File: config.mk
export PLATFORM = sky130hd
export DESIGN_NAME = gmii_rx_framer
export DESIGN_NICKNAME = d
export VERILOG_FILES = /design/src/rtl/gmii_rx_framer.sv
export SDC_FILE = /design/constraint.sdc
export NUM_CORES = 1
export LEC_CHECK = 0
export ABC_CLOCK_PERIOD_IN_PS = 1960
export CORE_MARGIN = 4
export CORE_UTILIZATION = 58
export CTS_BUF_LIST = sky130_fd_sc_hd__clkbuf_2
export DETAILED_ROUTE_END_ITERATION = 8
export GPL_TIMING_DRIVEN = 0
export HOLD_SLACK_MARGIN = 0.03
export MAX_ROUTING_LAYER = met4
export PLACE_DENSITY_LB_ADDON = 0.12
export SYNTH_ARGS = -nofsm -noshare
export SYNTH_HDL_FRONTEND = slang
export SYNTH_SLANG_ARGS = --single-unit
File: constraint.sdc
create_clock -name clk125MHz -period 1.96 [get_ports clk125MHz]
set_input_delay 0.392 -clock clk125MHz [delete_from_list [all_inputs] [get_ports clk125MHz]]
set_output_delay 0.392 -clock clk125MHz [all_outputs]
set_load 0.02 [all_outputs]
File: src/rtl/gmii_rx_framer.sv
// GMII receive framer: strips preamble/SFD, delays data by 4 bytes to drop the FCS,
// and reports frame completion. Optional CRC-32 FCS check enabled by `define FCS_CHECK_EN.
module gmii_rx_framer (
  input  logic        clk125MHz,
  input  logic        rst_n,
  input  logic        gmii_rxdv,
  input  logic        gmii_rxer,
  input  logic [7:0]  gmii_rxd,
  output logic        rx_en,
  output logic [7:0]  rx_data,
  output logic        frame_ok,
  output logic        frame_err,
  output logic [10:0] frame_len
);

  localparam logic [7:0]  PRE_BYTE = 8'h55;
  localparam logic [7:0]  SFD_BYTE = 8'hD5;
  localparam logic [10:0] LEN_MAX  = 11'h7FF;

  typedef enum logic [1:0] {IDLE, PREAMBLE, DATA, DROP} state_t;

  state_t          state_q, state_d;
  logic [3:0][7:0] dly_q, dly_d;
  logic [2:0]      cnt_q, cnt_d;
  logic [10:0]     len_q, len_d;
  logic            armed_q, armed_d;
  logic            rx_en_q, rx_en_d;
  logic [7:0]      rx_data_q, rx_data_d;
  logic            ok_q, ok_d;
  logic            err_q, err_d;
  logic [10:0]     flen_q, flen_d;
  logic            fcs_good;

`ifdef FCS_CHECK_EN
  logic [31:0] crc_q, crc_d;

  function automatic logic [31:0] crc_byte(input logic [31:0] c, input logic [7:0] d);
    logic [31:0] r;
    r = c ^ {24'h0, d};
    for (int unsigned i = 0; i < 8; i++)
      r = r[0] ? ((r >> 1) ^ 32'hEDB88320) : (r >> 1);
    return r;
  endfunction

  // Reflected register form of the 0xC704DD7B residue
  assign fcs_good = (crc_q == 32'hDEBB20E3);
`else
  assign fcs_good = 1'b1;
`endif

  always_ff @(posedge clk125MHz or negedge rst_n) begin
    if (!rst_n) state_q <= IDLE;
    else        state_q <= state_d;
  end

  // armed_q blocks a frame tail seen after reset from being mistaken for a new frame
  always_comb begin
    state_d = state_q;
    unique case (state_q)
      IDLE: begin
        if (gmii_rxdv) begin
          if (!armed_q)                  state_d = DROP;
          else if (gmii_rxd == PRE_BYTE) state_d = PREAMBLE;
          else if (gmii_rxd == SFD_BYTE) state_d = DATA;
          else                           state_d = DROP;
        end
      end
      PREAMBLE: begin
        if (!gmii_rxdv)                state_d = IDLE;
        else if (gmii_rxer)            state_d = DROP;
        else if (gmii_rxd == SFD_BYTE) state_d = DATA;
        else if (gmii_rxd != PRE_BYTE) state_d = DROP;
      end
      DATA: begin
        if (!gmii_rxdv)     state_d = IDLE;
        else if (gmii_rxer) state_d = DROP;
      end
      DROP: begin
        if (!gmii_rxdv) state_d = IDLE;
      end
      default: state_d = IDLE;
    endcase
  end

  always_comb begin
    dly_d     = dly_q;
    cnt_d     = cnt_q;
    len_d     = len_q;
    armed_d   = armed_q | ~gmii_rxdv;
    rx_en_d   = 1'b0;
    rx_data_d = rx_data_q;
    ok_d      = 1'b0;
    err_d     = 1'b0;
    flen_d    = flen_q;
`ifdef FCS_CHECK_EN
    crc_d     = crc_q;
`endif
    unique case (state_q)
      IDLE, PREAMBLE: begin
        cnt_d = '0;
        len_d = '0;
`ifdef FCS_CHECK_EN
        crc_d = '1;
`endif
      end
      DATA: begin
        if (gmii_rxdv && !gmii_rxer) begin
          dly_d = {dly_q[2:0], gmii_rxd};
`ifdef FCS_CHECK_EN
          crc_d = crc_byte(crc_q, gmii_rxd);
`endif
          if (cnt_q == 3'd4) begin
            rx_en_d   = 1'b1;
            rx_data_d = dly_q[3];
            if (len_q != LEN_MAX) len_d = len_q + 11'd1;
          end else begin
            cnt_d = cnt_q + 3'd1;
          end
        end else if (!gmii_rxdv) begin
          // Runt frames never delivered a byte, so len_q == 0 flags them
          ok_d   = (len_q != '0) && fcs_good;
          err_d  = !((len_q != '0) && fcs_good);
          flen_d = len_q;
          dly_d  = '0;
          cnt_d  = '0;
          len_d  = '0;
`ifdef FCS_CHECK_EN
          crc_d  = '1;
`endif
        end
      end
      DROP: begin
        if (!gmii_rxdv) begin
          err_d  = 1'b1;
          flen_d = len_q;
          dly_d  = '0;
          cnt_d  = '0;
          len_d  = '0;
        end
      end
      default: ;
    endcase
  end

  always_ff @(posedge clk125MHz or negedge rst_n) begin
    if (!rst_n) begin
      dly_q     <= '0;
      cnt_q     <= '0;
      len_q     <= '0;
      armed_q   <= 1'b0;
      rx_en_q   <= 1'b0;
      rx_data_q <= '0;
      ok_q      <= 1'b0;
      err_q     <= 1'b0;
      flen_q    <= '0;
`ifdef FCS_CHECK_EN
      crc_q     <= '1;
`endif
    end else begin
      dly_q     <= dly_d;
      cnt_q     <= cnt_d;
      len_q     <= len_d;
      armed_q   <= armed_d;
      rx_en_q   <= rx_en_d;
      rx_data_q <= rx_data_d;
      ok_q      <= ok_d;
      err_q     <= err_d;
      flen_q    <= flen_d;
`ifdef FCS_CHECK_EN
      crc_q     <= crc_d;
`endif
    end
  end

  assign rx_en     = rx_en_q;
  assign rx_data   = rx_data_q;
  assign frame_ok  = ok_q;
  assign frame_err = err_q;
  assign frame_len = flen_q;

endmodule

=== Word-level counts from Yosys, hierarchy flattened ===
Index checks and enable logic that the tools add are counted.
Widths: inputs -> output; s select.

* Word-level logic and storage cells: 81
* Output and inout port bits: 22
* Register bits after elaboration: 71
* Input port bits: 12

* Add/sub/neg operators: 2
* Bitwise logic cells: 2
* Equal/unequal tests: 16
* Reductions and logical operators: 11
* Mux-type cells: 37

{| class="wikitable"
|+ Operator list
! operator !! count
|-
| $mux 11 || 6
|-
| $mux 32 || 2
|-
| $pmux 32 s2 || 1
|-
| $pmux 11 s3 || 1
|-
| $pmux 11 s2 || 1
|-
| $mux 2 || 10
|-
| $ne 3x3->1 const B || 4
|-
| $add 11x1->11 const B || 1
|-
| $ne 11x11->1 const B || 1
|-
| $reduce_bool 11->1 || 1
|-
| $mux 1 || 10
|-
| $mux 3 || 3
|-
| $pmux 3 s3 || 1
|-
| $eq 8x7->1 const B || 1
|-
| $eq 8x8->1 const B || 1
|-
| $ne 8x7->1 const B || 1
|-
| $pmux 2 s4 || 1
|-
| $ne 2x2->1 const B || 3
|-
| $ne 5x5->1 const B || 1
|-
| $eq 2x2->1 const B || 2
|-
| $reduce_and 2->1 || 2
|-
| $reduce_and 4->1 || 1
|-
| $add 3x1->3 const B || 1
|-
| $eq 3x3->1 const B || 1
|-
| 10 further kinds || 11
|}

=== Depth between registers and ports, before layout ===
Gate-level depths: netlist of the first run.

* Depth after elaboration: 6
* Mapped depth: 6
* Gate-level depth less buffers: 6

=== Worst setup path after synthesis of the first run ===
No wires, ideal clock.

* Path kind: reg2reg
* Start: reg len_q[0]
* End: reg len_q[10]
* Stages on the path, launching flop included: 6
* Data arrival time: 1.514 ns
* Path slack: 0.324 ns
* Required time: 1.838 ns
* Library setup time: 0.122 ns
* Clock period less this slack: 1.636 ns
* Cell sequence: dfrtp_1 ha_1 nand3_4 nor3_1 or4b_1 a32o_1

* Longest elaborated chain between the ends: 5

{| class="wikitable"
|+ Ends and longest elaborated chain
! item !! line !! source
|-
| start, declared || 25 || <nowiki>logic [10:0] len_q, len_d;</nowiki>
|-
| start signal, assigned || 162 || <nowiki>len_q <= len_d;</nowiki>
|-
| $add 11x1->11 || 115 || <nowiki>if (len_q != LEN_MAX) len_d = len_q + 11'd1;</nowiki>
|-
| $mux 11 || 115 ||
|-
| $mux 11 || 112 || <nowiki>if (cnt_q == 3'd4) begin</nowiki>
|-
| $mux 11 || 107 || <nowiki>if (gmii_rxdv && !gmii_rxer) begin</nowiki>
|-
| $pmux 11 s3 || 98 || <nowiki>unique case (state_q)</nowiki>
|}

Parallel ways exist; a longest one is shown, timed or not. The select of a mux whose other input is x is not followed.
A chain may end at the register's enable or synchronous reset.

=== Final worst setup path of the first run ===
* Start: reg flen_q[0] (netlist: frame_len[0])
* End: out frame_len[0]

{| class="wikitable"
|+ RTL lines
! item !! line !! source
|-
| start, declared || 31 || <nowiki>logic [10:0] flen_q, flen_d;</nowiki>
|-
| start signal, assigned || 168 || <nowiki>flen_q <= flen_d;</nowiki>
|-
| end, declared || 13 || <nowiki>output logic [10:0] frame_len</nowiki>
|}

No word-level cell between the ends.

==> results of run 1 <==
[cell usage in the layout, fill, tap and decap left out, types with 2 or more instances in the layout]
| cell | netlist | layout |
|---|---|---|
| and3_1 | 2 | 2 |
| a21oi_1 | 10 | 10 |
| nor2_1 | 8 | 8 |
| clkdlybuf4s50_1 | 0 | 22 |
| nand4b_1 | 2 | 2 |
| clkbuf_2 | 1 | 11 |
| nand3_1 | 40 | 40 |
| a2bb2oi_1 | 2 | 2 |
| buf_4 | 3 | 4 |
| a31oi_1 | 3 | 3 |
| inv_6 | 0 | 2 |
| bufinv_16 | 0 | 2 |
| buf_1 | 2 | 2 |
| buf_6 | 2 | 2 |
| o22ai_1 | 3 | 3 |
| a2111o_1 | 2 | 2 |
| o21ai_1 | 3 | 3 |
| mux2_2 | 13 | 13 |
| ha_1 | 4 | 4 |
| inv_1 | 10 | 10 |
| clkinvlp_4 | 0 | 2 |
| o41ai_1 | 2 | 2 |
| nand2b_1 | 5 | 5 |
| dlymetal6s2s_1 | 0 | 8 |
| nor4_1 | 4 | 4 |
| o21ai_0 | 9 | 9 |
| dfrtp_1 | 71 | 71 |
| buf_2 | 3 | 3 |
| nand2_1 | 79 | 79 |
| clkbuf_1 | 7 | 7 |
| nor3_1 | 3 | 3 |
[flip-flops by register name, indices dropped and copies added (netlist names)]
register   count
armed_q        1
cnt_q          3
dly_q         32
frame_err      1
frame_len     11
frame_ok       1
len_q         11
rx_data        8
rx_en          1
state_q        2
[per-layer routing]
layer | vias up | track usage [%] | part of all wire [%]
met2 | 108 | 31.9 | 43
met4 | 0 | 7.35 | 1.2
met5 | - | - | 0
met3 | 12 | 4.66 | 7.5
li1 | 1203 | - | -
met1 | 1172 | 30.4 | 48
[stage by stage]
step / instance area, um2 / setup WS, ps / hold WS (ps) / power [mW]
2_1_floorplan: 3240 / 324 / 96.4 / 1.63
3_3_place_gp: 3640 / -1820 / 446 / 1.70
3_5_place_dp: 3630 / -18.0 / 449 / 1.71
4_1_cts: 3790 / 46.4 / 137 / 2.66
5_1_grt: 3810 / 0.393 / 144 / 2.77
6_report: 3810 / 92.6 / 176 / 2.65
[report_power, final]
group,leakage [nW],switching (mW),internal [mW]
Sequential,0.977,0.0145,1.49
Combinational,0.892,0.111,0.0624
Clock,0.0792,0.534,0.436
[kinds of logic after synthesis]
family                   after synthesis
XOR/XNOR                               1
adder cells (fa/ha/maj)                4
AND/OR/NAND/NOR                      159
AO/OA/AOI/OAI                         44
flip-flops                            71
buffers and inverters                 28
multiplexers                          13
[synthesized netlist by cell type, types with 2 or more instances]
cell type / instances / area [um2]
a2111o_1: 2 / 22.5
a21oi_1: 10 / 50.1
a2bb2oi_1: 2 / 17.5
a31oi_1: 3 / 18.8
and3_1: 2 / 12.5
buf_1: 2 / 7.51
buf_2: 3 / 15.0
buf_4: 3 / 22.5
buf_6: 2 / 22.5
clkbuf_1: 7 / 26.3
dfrtp_1: 71 / 1780
ha_1: 4 / 50.1
inv_1: 10 / 37.5
mux2_2: 13 / 146
nand2_1: 79 / 297
nand2b_1: 5 / 31.3
nand3_1: 40 / 200
nand4b_1: 2 / 17.5
nor2_1: 8 / 30.0
nor3_1: 3 / 15.0
nor4_1: 4 / 25.0
o21ai_0: 9 / 45.0
o21ai_1: 3 / 15.0
o22ai_1: 3 / 18.8
o41ai_1: 2 / 17.5
[how the worst min path moves through the flow]
stage | start | end | depth (start not counted)
6_report | gmii_rxdv | armed_q | 2
5_1_grt | gmii_rxdv | armed_q | 2
4_1_cts | gmii_rxdv | armed_q | 2
3_5_place_dp | dly_q[4] | dly_q[12] | 2
3_3_place_gp | dly_q[7] | dly_q[15] | 2
2_1_floorplan | rst_n | armed_q | 0
[cell type report]
class	instances	area share, %
Multi-Input combinational cell	221	34.9
Buffer	18	2.60
Sequential cell	71	46.6
Inverter	10	0.986
Clock buffer	10	1.31
Clock inverter	6	2.43
Tap cell	70	2.30
Timing Repair Buffer	32	8.87
[repair_timing]
item                       4_1_cts  5_1_grt
hold endpoints to repair        71        0
hold buffers                     1        0
setup endpoints to repair        0        9
gates resized for setup          0        9
==> summary.txt, run 1 <==
Yosys
  • Post-synth ARST share: 100%
  • Syn Area/Cell: 10.1 um2
  • Adder-Cell Fraction of Synth Area: 1.54%
  • Post-Syn Instances: 320
  • Syn Nets: 336
  • Post-synthesis mux area share: 4.52%
  • #FFs+latches synth: 71
  • EDFF count, synth: 0
  • Synth Area in XOR/XNOR: 0.270%
  • Register area share after synthesis: 54.8%
  • Synth Flop Type: dfrtp_1
  • Synthesized cell area: 3240 um2
  • Largest family of logic cells by synthesized area: simple AND/OR/NAND/NOR gates
  • Post-synthesis compound-gate area fraction: 10.0%
  • Post-synthesis cell type count: 53
  • Post-Synth Simple-Gate Area: 24.6%
  • Ys Warns: 0

Layout
  • Area of the multi-input gates: 1330 um2
  • Post-layout nets: 379
  • FILL cells: 403
  • Ant diodes: 0
  • P&R area growth vs syn: 17.6%
  • Final core utilization: 72.3%
  • Non-Filler Instances: 438
  • Register area: 1780 um2
  • Share of cells above drive strength 1: 13.6%

Timing
  • Endpoints failing hold: 0
  • Slew Limit Fails: 0
  • TNS Setup: 0 ps
  • Slew headroom: 43.3%
  • Final setup fails: 0
  • Worst Skew: 20.2 ps
  • Crit share post-route: 95.3%
  • Min Tclk post-route: 1870 ps
  • Max Clk Rate: 536 MHz
  • RSZ-0062 raised after global routing: no
  • Measured slew at the worst slew-check pin: 851 ps

Clocking
  • Post-CTS Setup Bufs: 0
  • Root buf cell: clkbuf_2
  • Clock tree buffer depth: 2
  • TritonCTS clock tree: yes
  • Clk_lat worst skew: 490 ps
  • CTS Sinks: 71
  • Total CTS buffers: 9
  • Htree depth: 3
  • Clock edge transition at the registers on the reported setup and hold paths: 200 ps

Job
  • Max cap viols: 0

Setup path
  • WS Path Type: register to primary output
  • CP max FO: 2
  • Crit. path cell count: 1
  • Crit-path leading delay family: buffers and inverters
  • RR Endpoint: len_q[9]
  • Buf/Inv on CP: 1
  • CP endpoint: frame_len[0]
  • Reg2reg start: len_q[1]
  • CP Capture Type: primary output
  • Slowest CP cell: clkdlybuf4s50_1
  • Startpoint types: register
  • Crit path from: frame_len[0]
  • Worst Path Arrival: 1480 ps
  • Worst R2R Path Depth: 5
  • CP max stage delay: 600 ps
  • CP cell instances: clkdlybuf4s50_1
  • R2R setup slack: 130 ps
  • WP data required: 1570 ps

Routing
  • Antenna-violating nets left: 0
  • DR pass1 iterations: 5
  • DRT Wirelength: 6.43 mm
  • Drc violations: 0
  • Via count: 2495
  • Wire per inst: 14.7 um
  • Iter 0 DRT Violations: 243
  • Drt via density: 5.70

Min path
  • Hold crit path type: input pin to register

Floorplanning
  • Die height: 82.7 um
  • # rows: 26
  • Die ar.: 6850 um2
  • Initial core utilization: 61.5%
  • Chip width: 82.7 um
  • Core Box Area: 5270 um2
  • Num ports: 34

Placed design
  • Placed cell count: 421
  • Routability congestion estimate: 0.887
  • HPWL Detailed: 4.29 mm
  • Port Buf Inserts: 31

GRT
  • Initial antenna violation count: 0
  • Vias in the first global route: 2319
  • GR Overflow Total: 0
  • Gr usage total: 21.8%
  • First-pass GRT wire length: 11.0 mm
  • Largest net degree at the start of global routing: 72

Power
  • Pwr dens: 696 nW/um2
  • Maximum VDD drop: 0.445 mV
  • Leakage: 1.95 nW

Outcome
  • Status: complete, no violations
Note: power is estimated with default switching activity, not from simulation.
==> inputs of run 2 (changes only) <==
- CORE_UTILIZATION: 58 -> 60
- DONT_BUFFER_PORTS: unset -> 1
==> run 2 against run 1 <==
Net effect:
- utilization down 3.8 points
- critical endpoint is now rx_data[1]
- design area is 7.0% lower
- register-to-register slack barely moved
- power fell by 8.0%
- clock-buffer cell count fell by 1
- combinational power about the same
- largest cell class unchanged
- die area shrank 3.0%
==> summary.txt, run 2 (synthesized netlist as in run 1, its figures left out) <==
Timing
  • TNS Setup: 0 ps (unchanged)
  • RSZ-0062 raised after global routing: no
  • Endpoints failing hold: 0 (unchanged)
  • Min Tclk post-route: 1820 ps (-50.7 ps)
  • Worst Skew: 15.9 ps (-4.37 ps)
  • Final setup fails: 0 (unchanged)
  • Crit share post-route: 92.7% (-2.6 points)
  • Max Clk Rate: 550 MHz (+2.8%)
  • Slew headroom: 54.8% (+12 points)
  • Measured slew at the worst slew-check pin: 675 ps (-176 ps)
  • WHS: 77.6 ps (-98.0 ps)
  • Slew Limit Fails: 0 (unchanged)

Clocking
  • Clock tree buffer depth: 2 (unchanged)
  • Total CTS buffers: 9 (unchanged)
  • Htree depth: 3 (unchanged)
  • Root buf cell: clkbuf_2
  • TritonCTS clock tree: yes
  • Clock edge transition at the registers on the reported setup and hold paths: 180 ps (-20 ps)
  • Clk_lat worst skew: 500 ps (about the same)
  • CTS Sinks: 71 (unchanged)
  • Post-CTS Resized: 0 (unchanged)

Power
  • Pwr dens: 688 nW/um2 (-1.1%)
  • Maximum VDD drop: 0.363 mV (-18%)
  • Total power: 2.44 mW (-8.0%)
  • Leakage: 1.71 nW (-12%)

Floorplanning
  • Core Box Area: 5170 um2 (-1.9%)
  • Die height: 81.5 um (-1.5%)
  • Die ar.: 6640 um2 (-3.0%)
  • Num ports: 34 (unchanged)
  • Initial core utilization: 62.6% (+1.2 points)
  • Chip width: 81.5 um (-1.5%)
  • # rows: 26 (unchanged)

Min path
  • Hold crit path type: input pin to register
  • Hold Path Depth: 2 (unchanged)

Placed design
  • Port Buf Inserts: 0 (-100%)
  • Routability congestion estimate: 0.894 (+0.73%)
  • HPWL Detailed: 4.51 mm (+5.2%)

GRT
  • Initial antenna violation count: 0 (unchanged)
  • Vias in the first global route: 2351 (+1.4%)
  • GR Overflow Total: 0 (unchanged)
  • Gr usage total: 23.7% (+1.9 points)
  • Largest net degree at the start of global routing: 72 (unchanged)
  • First-pass GRT wire length: 11.4 mm (+4.1%)

Setup path
  • Worst R2R Path Depth: 5 (unchanged)
  • CP max stage delay: 420 ps (-180 ps)
  • CP cell instances: buf_6, nand4bb_1, buf_2, nor2_4, mux2_2
  • Slowest CP cell: dfrtp_1
  • CP max FO: 10 (+8)
  • Worst Path Arrival: 2210 ps (+730 ps)
  • WS Path Type: register to register
  • WP data required: 2360 ps (+790 ps)
  • Startpoint types: register
  • CP Capture Type: register

Outcome
  • Status: complete, no violations

Layout
  • Largest register FFs: 32 (unchanged)
  • Post-layout nets: 357 (-5.8%)
  • Register area: 1780 um2 (unchanged)
  • Ant diodes: 0 (unchanged)
  • Share of cells above drive strength 1: 13.4% (-0.21 points)
  • P&R area growth vs syn: 9.31%
  • Area of the multi-input gates: 1330 um2 (about the same)
  • FILL cells: 414 (+2.7%)
  • Commonest non-fill, non-tap cell in the layout: nand2_1
  • Biggest register: dly_q
  • Commonest non-fill, non-tap cells in the layout: nand2_1, dfrtp_1, nand3_1

Routing
  • Iter 0 DRT Violations: 218 (-10%)
  • DRT Wirelength: 6.68 mm (+3.8%)
  • Via count: 2428 (-2.7%)
  • Antenna-violating nets left: 0 (unchanged)
  • Drc violations: 0 (unchanged)
  • Wire per inst: 16.1 um (+9.8%)
  • DR pass1 iterations: 4 (-1)
  • Drt via density: 5.86 (+3.0%)

Job
  • Max cap viols: 0 (unchanged)
run 2: routing by layer:
metal  track usage, %  wire length [um]
met5                -                 0
met4             8.11                72
met3             6.80               439
met2             34.4              3080
met1             32.1              3090
run 2: layout make-up:
type                       count  area share (%)
clock inverter                 5            1.45
timing repair buffer          10            3.32
sequential                    71            50.2
inverter                      10            1.06
multi-input combinational    221            37.5
tap                           70            2.47
clock buffer                   9            1.27
buffer                        18            2.79
run 2: path summary, 6_finish.rpt:
| kind | from | to | slack [ps] |
|---|---|---|---|
| setup / recovery | state_q[0] | rx_data[1] | 140 |
| hold / removal | gmii_rxd[7] | state_q[0] | 80 |
| setup reg to reg | state_q[0] | rx_data[1] | 140 |
| hold reg to reg | dly_q[1] | dly_q[9] | 490 |
| max in group asynchronous | rst_n | rx_data[1] | 1260 |
| min in group asynchronous | rst_n | len_q[4] | 410 |
run 2: critical path, delay by kind of cell, from the launching register on:
| kind | cells | cell delay (ps) |
|---|---|---|
| buffers and inverters | 2 | 400 |
| DFF | 1 | 420 |
| muxes | 1 | 380 |
| and+or+nand+nor | 2 | 520 |
run 2: per-stage QoR:
stage | area [um2] | instances | setup WS, ps | util, %
after floorplan | 3240 | 320 | 324 | -
after global placement | 3330 | 390 | 186 | 64.3
after detailed placement | 3330 | 390 | 184 | 64.3
after CTS | 3540 | 414 | 155 | 68.5
after global routing | 3540 | 414 | 15.8 | 68.5
final | 3540 | 414 | 143 | 68.5
run 2: power breakdown:
part	internal, mW	switching [mW]
combinational	0.0617	0.109
clock	0.272	0.488
sequential	1.49	0.0159
run 2: repair_timing:
action | CTS | global route
setup endpoints to repair | 0 | 1
hold buffers | 10 | 0
endpoints found under the hold margin | 79 | 0
buffers inserted | 0 | 0
==> inputs of run 3 (changes only) <==
- RECOVER_POWER: unset -> 100
==> run 3 against run 2 <==
Net effect:
- setup slack got worse by 10 ps
- global-route usage unchanged
- final cell count unchanged
- non-clock buffer count unchanged
- largest power group unchanged
==> summary.txt, run 3 (synthesized netlist as in run 1, its figures left out) <==
Outcome
  • Status: complete, no violations

Setup path
  • CP Capture Type: register
  • Worst R2R Path Depth: 5 (unchanged)
  • Startpoint types: register
  • WS Path Type: register to register
  • WP data required: 2360 ps (about the same)
  • Worst Path Arrival: 2220 ps (about the same)
  • CP max FO: 10 (unchanged)
  • R2R setup slack: 130 ps (about the same)

Power
  • Int Pwr: 1.82 mW (-0.31%)
  • Switching Fraction: 25.1% (-0.10 points)
  • Switching Power: 0.608 mW (-0.86%)
  • Total power: 2.43 mW (-0.45%)
  • Leakage: 1.70 nW (-0.69%)
  • Seq pwr share: 62.1% (+0.3 points)
  • Pwr dens: 693 nW/um2 (+0.62%)
  • Clock share of power: 31.2% (about the same)
  • Maximum VDD drop: 0.363 mV (-0.18%)
  • Combinational power share: 6.7% (-0.3 points)

Layout
  • Share of cells above drive strength 1: 12.8% (-0.58 points)
  • Ant diodes: 0 (unchanged)
  • P&R area growth vs syn: 8.15%
  • Commonest non-fill, non-tap cells in the layout: nand2_1, dfrtp_1, nand3_1
  • Design Area, Final: 3500 um2 (-1.1%)
  • Largest register FFs: 32 (unchanged)
  • Biggest register: dly_q
  • Commonest non-fill, non-tap cell in the layout: nand2_1
  • Post-layout nets: 357 (unchanged)

Floorplanning
  • Chip width: 81.5 um (unchanged)
  • Num ports: 34 (unchanged)
  • Die height: 81.5 um (unchanged)
  • Die ar.: 6640 um2 (unchanged)
  • Core Box Area: 5170 um2 (unchanged)
  • # rows: 26 (unchanged)
  • Initial core utilization: 62.6% (unchanged)

Clocking
  • Htree depth: 3 (unchanged)
  • Clock tree buffer depth: 2 (unchanged)
  • CTS Sinks: 71 (unchanged)
  • TritonCTS clock tree: yes
  • Clk_lat worst skew: 500 ps (about the same)
  • Clock edge transition at the registers on the reported setup and hold paths: 170 ps (about the same)
  • Total CTS buffers: 9 (unchanged)
  • Post-CTS Setup Bufs: 0 (unchanged)
  • Root buf cell: clkbuf_2
  • Post-CTS Resized: 0 (unchanged)

Min path
  • Hold Path Depth: 2 (unchanged)
  • Hold crit path type: input pin to register

GRT
  • Gr usage total: 23.7% (unchanged)
  • Initial antenna violation count: 0 (unchanged)
  • GR Overflow Total: 0 (unchanged)
  • Largest net degree at the start of global routing: 72 (unchanged)
  • Vias in the first global route: 2351 (unchanged)
  • First-pass GRT wire length: 11.4 mm (unchanged)

Timing
  • Endpoints failing hold: 0 (unchanged)
  • Max Clk Rate: 547 MHz (-0.57%)
  • RSZ-0062 raised after global routing: no
  • Min Tclk post-route: 1830 ps (+10.5 ps)
  • Slew Limit Fails: 0 (unchanged)
  • Worst Skew: 14.1 ps (-1.77 ps)
  • Slew headroom: 38.8% (-16 points)
  • Crit share post-route: 93.2% (+0.53 points)
  • Final setup fails: 0 (unchanged)
  • Measured slew at the worst slew-check pin: 917 ps (+242 ps)
  • TNS Setup: 0 ps (unchanged)

Routing
  • DR pass1 iterations: 4 (unchanged)
  • Via count: 2404 (-0.99%)
  • Drc violations: 0 (unchanged)
  • Iter 0 DRT Violations: 181 (-17%)
  • Wire per inst: 16.0 um (-0.55%)
  • Drt via density: 5.81 (-0.99%)
  • Antenna-violating nets left: 0 (unchanged)
  • DRT Wirelength: 6.64 mm (-0.55%)

Placed design
  • Dpl cell area: 3330 um2 (unchanged)
  • Port Buf Inserts: 0 (unchanged)
  • Routability congestion estimate: 0.894 (unchanged)
  • HPWL Detailed: 4.51 mm (unchanged)

Job
  • Max cap viols: 0 (unchanged)
## run 3: cell types whose count changed in the layout (fill, tap and decap cells not counted), sizes merged
cell    before  now
buf         11    6
clkbuf      17   22
## run 3: timing repair
| item | in CTS | in global routing |
|---|---|---|
| hold buffers | 10 | 0 |
| endpoints found under the hold margin | 79 | 0 |
| setup endpoints to repair | 0 | 1 |
## run 3: worst max-delay path, cell delays in order (launching register included)
cell	delay, ps
dfrtp_1	420
buf_6	140
nand4bb_1	230
clkbuf_2	260
nor2_4	290
mux2_2	380
## run 3: cell type report
type,instances,area (um2)
multi-input cells,221,1310
clock inverters,5,51.3
plain buffers,18,93.8
clock buffers,9,45.0
inverters,10,37.5
fillers,420,1670
repair buffers,10,97.6
flip-flops and latches,71,1780
well taps,70,87.6
## run 3: path summary, 6_finish.rpt
path | from | to
setup reg to reg | state_q[0] | rx_data[1]
min in group asynchronous | rst_n | dly_q[26]
hold reg to reg | dly_q[2] | dly_q[10]
max in group asynchronous | rst_n | cnt_q[0]
hold / removal | gmii_rxd[7] | state_q[1]
setup / recovery | state_q[0] | rx_data[1]
## run 3: power groups by stage
stage	Clock [mW]	Combinational, mW	Sequential (mW)
4_1_cts	0.776	0.172	1.51
3_5_place_dp	0	0.122	1.53
5_1_grt	0.841	0.187	1.51
2_1_floorplan	0	0.0970	1.53
3_3_place_gp	0	0.120	1.53
6_report	0.757	0.163	1.51
## run 3: metrics by stage
stage	utilization [%]	setup slack (ps)	cells	hold WS (ps)
2_1_floorplan	-	324	320	96.4
3_3_place_gp	64.3	186	390	98.0
3_5_place_dp	64.3	184	390	98.6
4_1_cts	68.5	155	414	55.6
5_1_grt	67.7	9.54	414	48.7
6_report	67.7	133	414	86.4
## run 3: routing by layer
metal | up-vias | global-route usage (%) | wire length, um
li1 | 1156 | - | -
met1 | 1165 | 32.1 | 3080
met2 | 74 | 34.4 | 3050
met3 | 9 | 6.80 | 397
met4 | 0 | 8.11 | 104
met5 | - | - | 0
